**config.mk**
```make
export PLATFORM = sky130hd
export DESIGN_NAME = bit_serializer
export DESIGN_NICKNAME = d
export VERILOG_FILES = /design/src/rtl/bit_serializer_pkg.sv /design/src/rtl/bit_tick_div.sv /design/src/rtl/bit_serializer.sv
export SDC_FILE = /design/constraint.sdc
export NUM_CORES = 1
export LEC_CHECK = 0
export BUFFER_PORTS_ARGS = -buffer_cell sky130_fd_sc_hd__buf_4
export CORE_MARGIN = 2
export CORE_UTILIZATION = 45
export DETAILED_ROUTE_END_ITERATION = 10
export GPL_ROUTABILITY_DRIVEN = 0
export GPL_TIMING_DRIVEN = 0
export PLACE_DENSITY = 0.66
export SYNTH_ARGS = -nofsm -noshare
export SYNTH_HDL_FRONTEND = slang
export SYNTH_SLANG_ARGS = --single-unit
```
**constraint.sdc**
```tcl
create_clock -name CLK -period 1.4 [get_ports CLK]
set_input_delay 0.21 -clock CLK [delete_from_list [all_inputs] [get_ports CLK]]
set_output_delay 0.21 -clock CLK [all_outputs]
set_load 0.02 [all_outputs]
```
**src/rtl/bit_serializer_pkg.sv**
```systemverilog
// bit_serializer_pkg: FSM state codes and parameter legality check shared by the serializer slice
package bit_serializer_pkg;
  localparam logic [1:0] ST_IDLE  = 2'd0;
  localparam logic [1:0] ST_SHIFT = 2'd1;
  localparam logic [1:0] ST_FIN   = 2'd2;
endpackage

`ifndef BIT_SER_DIV_CHECK
`define BIT_SER_DIV_CHECK(d) if ((d) < 1 || (d) > 255) begin : g_div_chk $error("bit_serializer: DIV must be 1..255"); end
`endif

```
**src/rtl/bit_tick_div.sv**
```systemverilog
// bit_tick_div: counts 0..DIV-1 while CLR is low; TICK marks the terminal count (ports CLK, RST, CLR, TICK)
module bit_tick_div #(
  parameter int DIV = 1
) (
  input  logic CLK,
  input  logic RST,
  input  logic CLR,
  output logic TICK
);
  localparam int CW = $clog2(DIV + 1);
  logic [CW-1:0] cnt;
  assign TICK = cnt == CW'(DIV - 1);
  always_ff @(posedge CLK)
    cnt <= (RST || CLR || TICK) ? '0 : cnt + 1'b1;
endmodule

```
**src/rtl/bit_serializer.sv**
```systemverilog
// bit_serializer: LOAD/READY word capture shifted out on E, DIV clocks per bit, DONE pulse per word
module bit_serializer
  import bit_serializer_pkg::*;
#(
  parameter int WIDTH     = 8,
  parameter int DIV       = 1,
  parameter int MSB_FIRST = 1
) (
  input  logic             CLK,
  input  logic             RST,
  input  logic [WIDTH-1:0] DIN,
  input  logic             LOAD,
  output logic             READY,
  output logic             E,
  output logic             BIT_VALID,
  output logic             DONE
);
  localparam int BW = $clog2(WIDTH);
  `BIT_SER_DIV_CHECK(DIV)
  if (WIDTH < 2 || WIDTH > 32) begin : g_width_chk
    $error("bit_serializer: WIDTH must be 2..32");
  end
  logic [1:0] state;
  logic [WIDTH-1:0] shreg;
  logic [WIDTH-1:0] shifted;
  logic [BW-1:0] bit_cnt;
  logic tick;
  logic last;
  function automatic logic head(input logic [WIDTH-1:0] v);
    return (MSB_FIRST != 0) ? v[WIDTH-1] : v[0];
  endfunction
  bit_tick_div #(.DIV(DIV)) u_div (
    .CLK (CLK),
    .RST (RST),
    .CLR (state != ST_SHIFT),
    .TICK(tick)
  );
  assign shifted = (MSB_FIRST != 0) ? shreg << 1 : shreg >> 1;
  assign last    = tick && bit_cnt == BW'(WIDTH - 1);
  always_ff @(posedge CLK) begin
    if (RST) begin
      state     <= ST_IDLE;
      shreg     <= '0;
      bit_cnt   <= '0;
      READY     <= 1'b1;
      E         <= 1'b0;
      BIT_VALID <= 1'b0;
      DONE      <= 1'b0;
    end else begin
      case (state)
        ST_IDLE: if (LOAD) begin
          state     <= ST_SHIFT;
          shreg     <= DIN;
          bit_cnt   <= '0;
          READY     <= 1'b0;
          E         <= head(DIN);
          BIT_VALID <= 1'b1;
        end
        ST_SHIFT: if (last) begin
          state     <= ST_FIN;
          shreg     <= shifted;
          bit_cnt   <= '0;
          E         <= 1'b0;
          BIT_VALID <= 1'b0;
          DONE      <= 1'b1;
        end else if (tick) begin
          shreg   <= shifted;
          bit_cnt <= bit_cnt + 1'b1;
          E       <= head(shifted);
        end
        ST_FIN: begin
          state <= ST_IDLE;
          DONE  <= 1'b0;
          READY <= 1'b1;
        end
        default: begin
          state     <= ST_IDLE;
          shreg     <= '0;
          bit_cnt   <= '0;
          READY     <= 1'b1;
          E         <= 1'b0;
          BIT_VALID <= 1'b0;
          DONE      <= 1'b0;
        end
      endcase
    end
  end
endmodule

```
; ---- After elaboration in Yosys (flattened, before gate mapping)
; Cells that the tools add are included.
[classes]
n_mux = 22
bitwise_logic = 4
addsub = 2
reduce_logical = 9
n_eq_ne = 7
[ops]
columns = operator, count
row1 = $mux W7, 3
row2 = $pmux W7 S3, 1
row3 = $mux W3, 3
row4 = $pmux W3 S3, 1
row5 = $mux W1, 7
row6 = $pmux W1 S3, 2
row7 = $reduce_and A2 Y1, 3
row8 = $reduce_and A3 Y1, 2
row9 = $mux W2, 2
row10 = $ne A2 B2 Y1 const B, 2
row11 = $not A1 Y1, 4
row12 = $pmux W1 S2, 2
row13 = $pmux W2 S2, 1
row14 = $add A3 B1 Y3 const B, 1
row15 = $eq A3 B3 Y1 const B, 1
row16 = $ne A3 B3 Y1 const B, 1
row17 = $eq A2 B1 Y1 const B, 1
row18 = $eq A2 B2 Y1 const B, 1
row19 = $logic_not A2 Y1, 1
row20 = $logic_or A1 B1 Y1, 2
row21 = $ne A2 B1 Y1 const B, 1
row22 = $add A1 B1 Y1 const B, 1
row23 = $logic_and A1 B1 Y1, 1
[totals]
word_cells = 52
output_inout_bits = 4
regBits = 17
in_bits = 11

; ---- Longest topological paths before layout
; Gate-level depths: netlist (run 1).
[depth]
ltp_word = 4
ltp_mapped = 5

; ---- Cells and area by module
; A second synthesis (run 1) with hierarchy kept.
[unflattened]
cells_unflattened = 82
hier_area_um2 = 803.3
[modules_own_cells]
columns = module, n_inst, area_per_inst_um2, cells_each
row1 = bit_serializer, 1, 775.7, 79
row2 = bit_tick_div, 1, 27.5, 3

; ---- Worst setup path before layout (run 1)
; Ideal clock, no wire load.
[synth_path]
path_kind = flip-flop to flip-flop
from = register state[0]
to = register shreg[1]
required_ns = 1.265
n_path_buf = 2
slack_ns = 0.109
path_stages_with_launch = 6
t_arrival_ns = 1.156
path_cell_list = dfxtp_1 > buf_2 > or3b_1 > clkbuf_1 > nor2_1 > a2111oi_4
[synth_via]
elab_chain_len = 3
elab_cells_between_ends = 8
cone_classes = eq/ne (4) / mux (1) / bitwise (1) / reduce/logical (2)
[synth_lines]
columns = element, line
row1 = start: declaration, bit_serializer.sv:23  ; logic [1:0] state;
row2 = start signal: assignment, bit_serializer.sv:42  ; state <= ST_IDLE;
row3 = start signal: assignment, bit_serializer.sv:52  ; state <= ST_SHIFT;
row4 = start signal: assignment, bit_serializer.sv:60  ; state <= ST_FIN;
row5 = $eq A2 B1 Y1 (tied with other cells), bit_serializer.sv:50  ; case (state)
row6 = $ne A3 B3 Y1 (no line) (tied with other cells), n/a
row7 = $reduce_and A3 Y1 (no line), n/a
row8 = end signal: assignment, bit_serializer.sv:61  ; shreg <= shifted;
row9 = end signal: assignment, bit_serializer.sv:67  ; shreg <= shifted;
row10 = end: declaration, bit_serializer.sv:24  ; logic [WIDTH-1:0] shreg;
; Parallel ways exist; a longest one is shown, timed or not.
; A chain may end at the register's enable or synchronous reset.

; ---- Final worst setup path (run 1)
; Same ends and word-level chain as after synthesis.

==> results of run 1 <==
worst paths after layout:
kind                  from  endpoint  slack (ns)  cells past startpoint
setup / recovery  state[0]  shreg[1]        0.07                      5
hold / removal         RST     READY        0.16                      3
setup reg to reg  state[0]  shreg[1]        0.07                      5
hold reg to reg      READY     READY        0.45                      2
state kept, by name, indices dropped and copies added, names as in the netlist:
signal and count:
BIT_VALID 1, DONE 1, state 2, E 1, u_div.cnt 1, bit_cnt 3, READY 1, shreg 7
logic make-up (layout without fill, tap and decap cells):
kind of cell / count (synthesis) / in the layout / synth area share
other: 1 / 1 / 0.00441
adder cells (fa/ha/maj): 2 / 2 / 0.0294
AO/OA/AOI/OAI: 31 / 31 / 0.294
flip-flops: 17 / 17 / 0.400
AND/OR/NAND/NOR: 25 / 25 / 0.168
buffers and inverters: 15 / 32 / 0.0794
multiplexers: 2 / 2 / 0.0250
stage by stage:
stage / cells / TNS [ns]
4_1_cts: 135 / 0
2_1_floorplan: 93 / 0
6_report: 135 / 0
3_3_place_gp: 132 / 0
5_1_grt: 135 / 0
3_5_place_dp: 132 / -0.0244
cell usage in the layout, fill, tap and decap left out, types with 2 or more instances in the layout:
cell and count:
nand2_1 4, o22ai_1 5, inv_1 8, o21ai_0 3, a21oi_1 4, a21o_1 2, buf_4 14, o21ba_2 5
nand3_1 3, a211oi_1 5, dfxtp_1 15, clkbuf_4 5, nor2b_1 2, dfxtp_2 2, nor2_1 4
layer usage:
metal | global-route usage | vias to the layer above
li1 | - | 364
met1 | 0.231 | 333
met2 | 0.289 | 11
met3 | 0.0453 | 2
met4 | 0.100 | 0
met5 | 0 | -
report_power, final:
part	switching, mW	internal [mW]
combinational	0.0982	0.102
sequential	0.0177	0.517
clock	0.156	0.111
worst max-delay path, delay by kind of cell, from the launching register on:
family	cells	cell delay, ns
flops	1	0.33
compound gates	2	0.53
buf+inv	3	0.38
timing repair:
item,CTS,global route
resized for setup,2,8
endpoints found under the setup margin,7,10
buffers inserted,0,0
layout make-up:
class	count	share of cell area
Sequential cell	17	0.333
Timing Repair Buffer	14	0.102
Tap cell	25	0.0304
Inverter	8	0.0292
Multi-Input combinational cell	61	0.440
Buffer	6	0.0389
Clock buffer	4	0.0255
==> results.cfg, run 1 <==
[floorplan]
start_util = 0.487
die_area_um2 = 2250
die_x_um = 47.5
ios = 15
num_rows = 15
die_h_um = 47.5
core_um2 = 1750

[synth]
avgSynthCellArea_um2 = 9.15
yosysTopAreaCellShare = 0.400
synth_top_area_cell = dfxtp_1
yosys_warnings = 0
synth_area_leaders = dfxtp_1 (40%), o21ba_2 (5.9%), a211oi_1 (4.4%), o22ai_1 (3.7%), inv_1 (3.5%)
synth.distinct_cells = 37
netlist_area_um2 = 851
synth_edf_count = 0
post-synth-top-count-cell = dfxtp_1
yosysSeqAreaShare = 0.400
synthArstFlopShare = 0
synth-seq-cells = 17
synthCells = 93
ys.flop_type = dfxtp_1
ys_top_cells_by_count = dfxtp_1 (17), inv_1 (8)
synthesis.nets = 106

[sta]
final.min_clock_period_ns = 1.33
hold_violations = 0
setup_slack_ns = 0.0679
worst_pin_slew_ns = 0.574
whs_ns = 0.162
finClkSkew_ns = 0.00377
clock.fmax_ghz = 0.751
rsz0062_at_grt = false
fin_crit_sh = 0.952
slew_viol_final = 0
slew_headroom = 0.618
setup_viol = 0

[min_path]
hp-class = in2reg

[setup_path]
max_stage_delay_ns = 0.33
path_cells = clkbuf_4 -> inv_1 -> a22o_1 -> buf_6 -> a2111oi_4
crit_fanout = 10
worst-setup-path-type = reg2reg
cp.arrival_ns = 1.54
cp-end-kind = flop
required_ns = 1.60
startpoint_type = flop
worst_path_max_delay_cell = dfxtp_1

[power]
total_power_mw = 1.00
p_per_area_nw_per_um2 = 974
ir_drop_v = 0.000786
leakagePower_nw = 0.436

[finish]
area_growth_pct = 20.9
seq_area_um2 = 343
stdcell_area_um2 = 1030
final_layout_size_suffix_gt1_frac = 0.327
postLayoutCoreUtil = 0.589
final_nets = 124
fillCellCount = 174
diodes = 0
multi_input_area_um2 = 453

[detailed_routing]
met3_wirelength_um = 64
highest_layer = met4
vias = 710
drtIter0Drc = 3
m1WireLength_um = 856
post_drt_wl_per_cell_um = 12.9
first_pass_iters = 4
route.detailed.drc = 0
via_per_inst = 5.26
dr_wl_met2_um = 794
postRouteAntennaNets = 0
wirelength_mm = 1.74

[clock_network]
cts_max_level = 1
cts_tree = yes
cts.hold.buffers_added = 0
cts_buffers = 3
cts.clk_slew.worst_paths_ns = 0.10
clk_path_buf_depth = 2
insertion_delay_ns = 0.29
root_buffer = clkbuf_4
cts_sinks = 17

[flow_run]
drv_cap = 0

[global_route]
grt_use_total = 0.184
antenna_found_initial = 0
grt_pass1_wl_mm = 2.81
grt_start_max_net_pins = 11
grt_pass1_vias = 636
grt_overflow = 0

[placement]
io_buffers = 14
place_ws_ns = -0.0204
placed_cell_area_um2 = 987
dpl.hpwl_mm = 1.22

[status]
outcome = completed
(Power assumes the default switching activity.)
==> run 2: changes to the inputs <==
--- a/config.mk
+++ b/config.mk
@@ -6,12 +6,11 @@
 export NUM_CORES = 1
 export LEC_CHECK = 0
 export BUFFER_PORTS_ARGS = -buffer_cell sky130_fd_sc_hd__buf_4
-export CORE_MARGIN = 2
 export CORE_UTILIZATION = 45
 export DETAILED_ROUTE_END_ITERATION = 10
 export GPL_ROUTABILITY_DRIVEN = 0
 export GPL_TIMING_DRIVEN = 0
-export PLACE_DENSITY = 0.66
+export PLACE_DENSITY = 0.64
 export SYNTH_ARGS = -nofsm -noshare
 export SYNTH_HDL_FRONTEND = slang
 export SYNTH_SLANG_ARGS = --single-unit
==> constraint.sdc (replaced) <==
create_clock -name CLK -period 1.5 [get_ports CLK]
set_input_delay 0.225 -clock CLK [delete_from_list [all_inputs] [get_ports CLK]]
set_output_delay 0.225 -clock CLK [all_outputs]
set_load 0.02 [all_outputs]
==> results.cfg, run 2 (synthesis results as in run 1) <==
[placement]
placed_cell_area_um2 = 987
dpl.hpwl_mm = 1.21
io_buffers = 14

[finish]
stdcell_area_um2 = 1010
final_cell_mix = dfxtp_1 (17), buf_4 (14), inv_1 (8)
postLayoutCoreUtil = 0.579
diodes = 0
final_nets = 124
largest_register_ffs = 7
final_common_cell = dfxtp_1
final_layout_size_suffix_gt1_frac = 0.273
reg_top3 = shreg x7, bit_cnt x3, state x2
top_register = shreg
area_growth_pct = 18.8

[floorplan]
core_um2 = 1750
die_area_um2 = 2070
num_rows = 15
die_h_um = 45.5
ios = 15
die_x_um = 45.5
start_util = 0.487

[setup_path]
worst_path_max_delay_cell = or3b_1
crit_family = simple AND/OR/NAND/NOR gates
cp.arrival_ns = 1.57
r2r_setup_slack_ns = 0.09
max_stage_delay_ns = 0.50
worst-setup-path-type = reg2reg
path_cells = buf_2 -> or3b_1 -> nor2_1 -> a2111oi_4
cp-end-kind = flop
crit_fanout = 10
path_buf_inv = 1
required_ns = 1.66
rr_startpoint = state[0]
r2r_cells = 4
startpoint_type = flop
reg2reg_to = shreg[1]

[detailed_routing]
vias = 706
drtIter0Drc = 9
post_drt_wl_per_cell_um = 12.7
postRouteAntennaNets = 0
via_per_inst = 5.23
wirelength_mm = 1.71
first_pass_iters = 4
route.detailed.drc = 0

[clock_network]
insertion_delay_ns = 0.29
cts.clk_slew.worst_paths_ns = 0.10
cts_tree = yes
cts_max_level = 1
clk_path_buf_depth = 2
root_buffer = clkbuf_4
cts_buffers = 3
cts_setup_buffers = 0
cts_resized = 0
cts.hold.buffers_added = 0
cts_sinks = 17

[global_route]
antenna_found_initial = 0
grt_overflow = 0
grt_start_max_net_pins = 11
grt_pass1_wl_mm = 2.79
grt_pass1_vias = 651
grt_use_total = 0.192

[power]
clockPowerShare = 0.267
total_power_mw = 0.927
ir_drop_v = 0.000588
swShare = 0.275
seq_power_share = 0.537
p_per_area_nw_per_um2 = 917
leakagePower_nw = 0.437
internal_power_mw = 0.672
pwr-share-comb = 0.196
switching_power_mw = 0.255

[sta]
slew_headroom = 0.619
fin_setup_tns_ns = 0
hold_violations = 0
clock.fmax_ghz = 0.708
final.min_clock_period_ns = 1.41
worst_pin_slew_ns = 0.571
rsz0062_at_grt = false
finClkSkew_ns = 0.00843
fin_crit_sh = 0.942
whs_ns = 0.173
slew_viol_final = 0
setup_viol = 0

[min_path]
hp-class = in2reg
hold_path_depth = 3
whs_endpoint = READY
min-delay-start = RST

[status]
outcome = completed

[flow_run]
drv_cap = 0
## run 2: cell types whose count changed in the layout (fill, tap and decap cells not counted), moves of 2 or more
cell | previous run | this run
buf_2 | 1 | 3
clkbuf_4 | 5 | 3
dfxtp_1 | 15 | 17
dfxtp_2 | 2 | 0
## run 2: worst max path at each step
stage / start / to / slack, ns / cells past startpoint
2_1_floorplan: state[0] / shreg[1] / 0.21 / 5
3_3_place_gp: state[0] / shreg[1] / 0.09 / 5
3_5_place_dp: state[0] / shreg[1] / 0.08 / 5
4_1_cts: state[0] / shreg[1] / 0.05 / 5
5_1_grt: state[1] / DONE / 0.02 / 4
6_report: state[0] / shreg[1] / 0.09 / 4
## run 2: stage by stage
| step | instances | setup WS [ns] |
|---|---|---|
| after CTS | 136 | 0.0473 |
| after global routing | 135 | 0.0193 |
| after global placement | 132 | 0.0925 |
| final | 135 | 0.0867 |
| after detailed placement | 132 | 0.0795 |
| after floorplan | 93 | 0.209 |
## run 2: routing by layer
metal	track usage	vias up	wire length (um)
met5	0	-	0
met4	0.109	0	27
met3	0.0357	4	39
met2	0.297	10	777
met1	0.249	326	864
li1	-	366	-
## run 2: worst min-delay path, delay by kind of cell
| kind | cells | cell delay [ns] |
|---|---|---|
| buf+inv | 1 | 0.10 |
| simple gates | 2 | 0.13 |
## run 2: layout make-up
cell class,instances,area [um2]
well taps,25,31.3
fillers,161,734
clock buffers,3,22.5
flip-flops and latches,17,340
multi-input cells,61,443
repair buffers,14,105
clock inverters,1,5.00
plain buffers,6,33.8
inverters,8,30.0
## run 2: power by group through the flow
| stage | combinational [mW] | clock [mW] | sequential (mW) |
|---|---|---|---|
| CTS | 0.185 | 0.258 | 0.498 |
| detailed placement | 0.185 | 0 | 0.508 |
| floorplan | 0.120 | 0 | 0.514 |
| global placement | 0.182 | 0 | 0.508 |
| finish | 0.182 | 0.247 | 0.498 |
| global route | 0.200 | 0.275 | 0.502 |
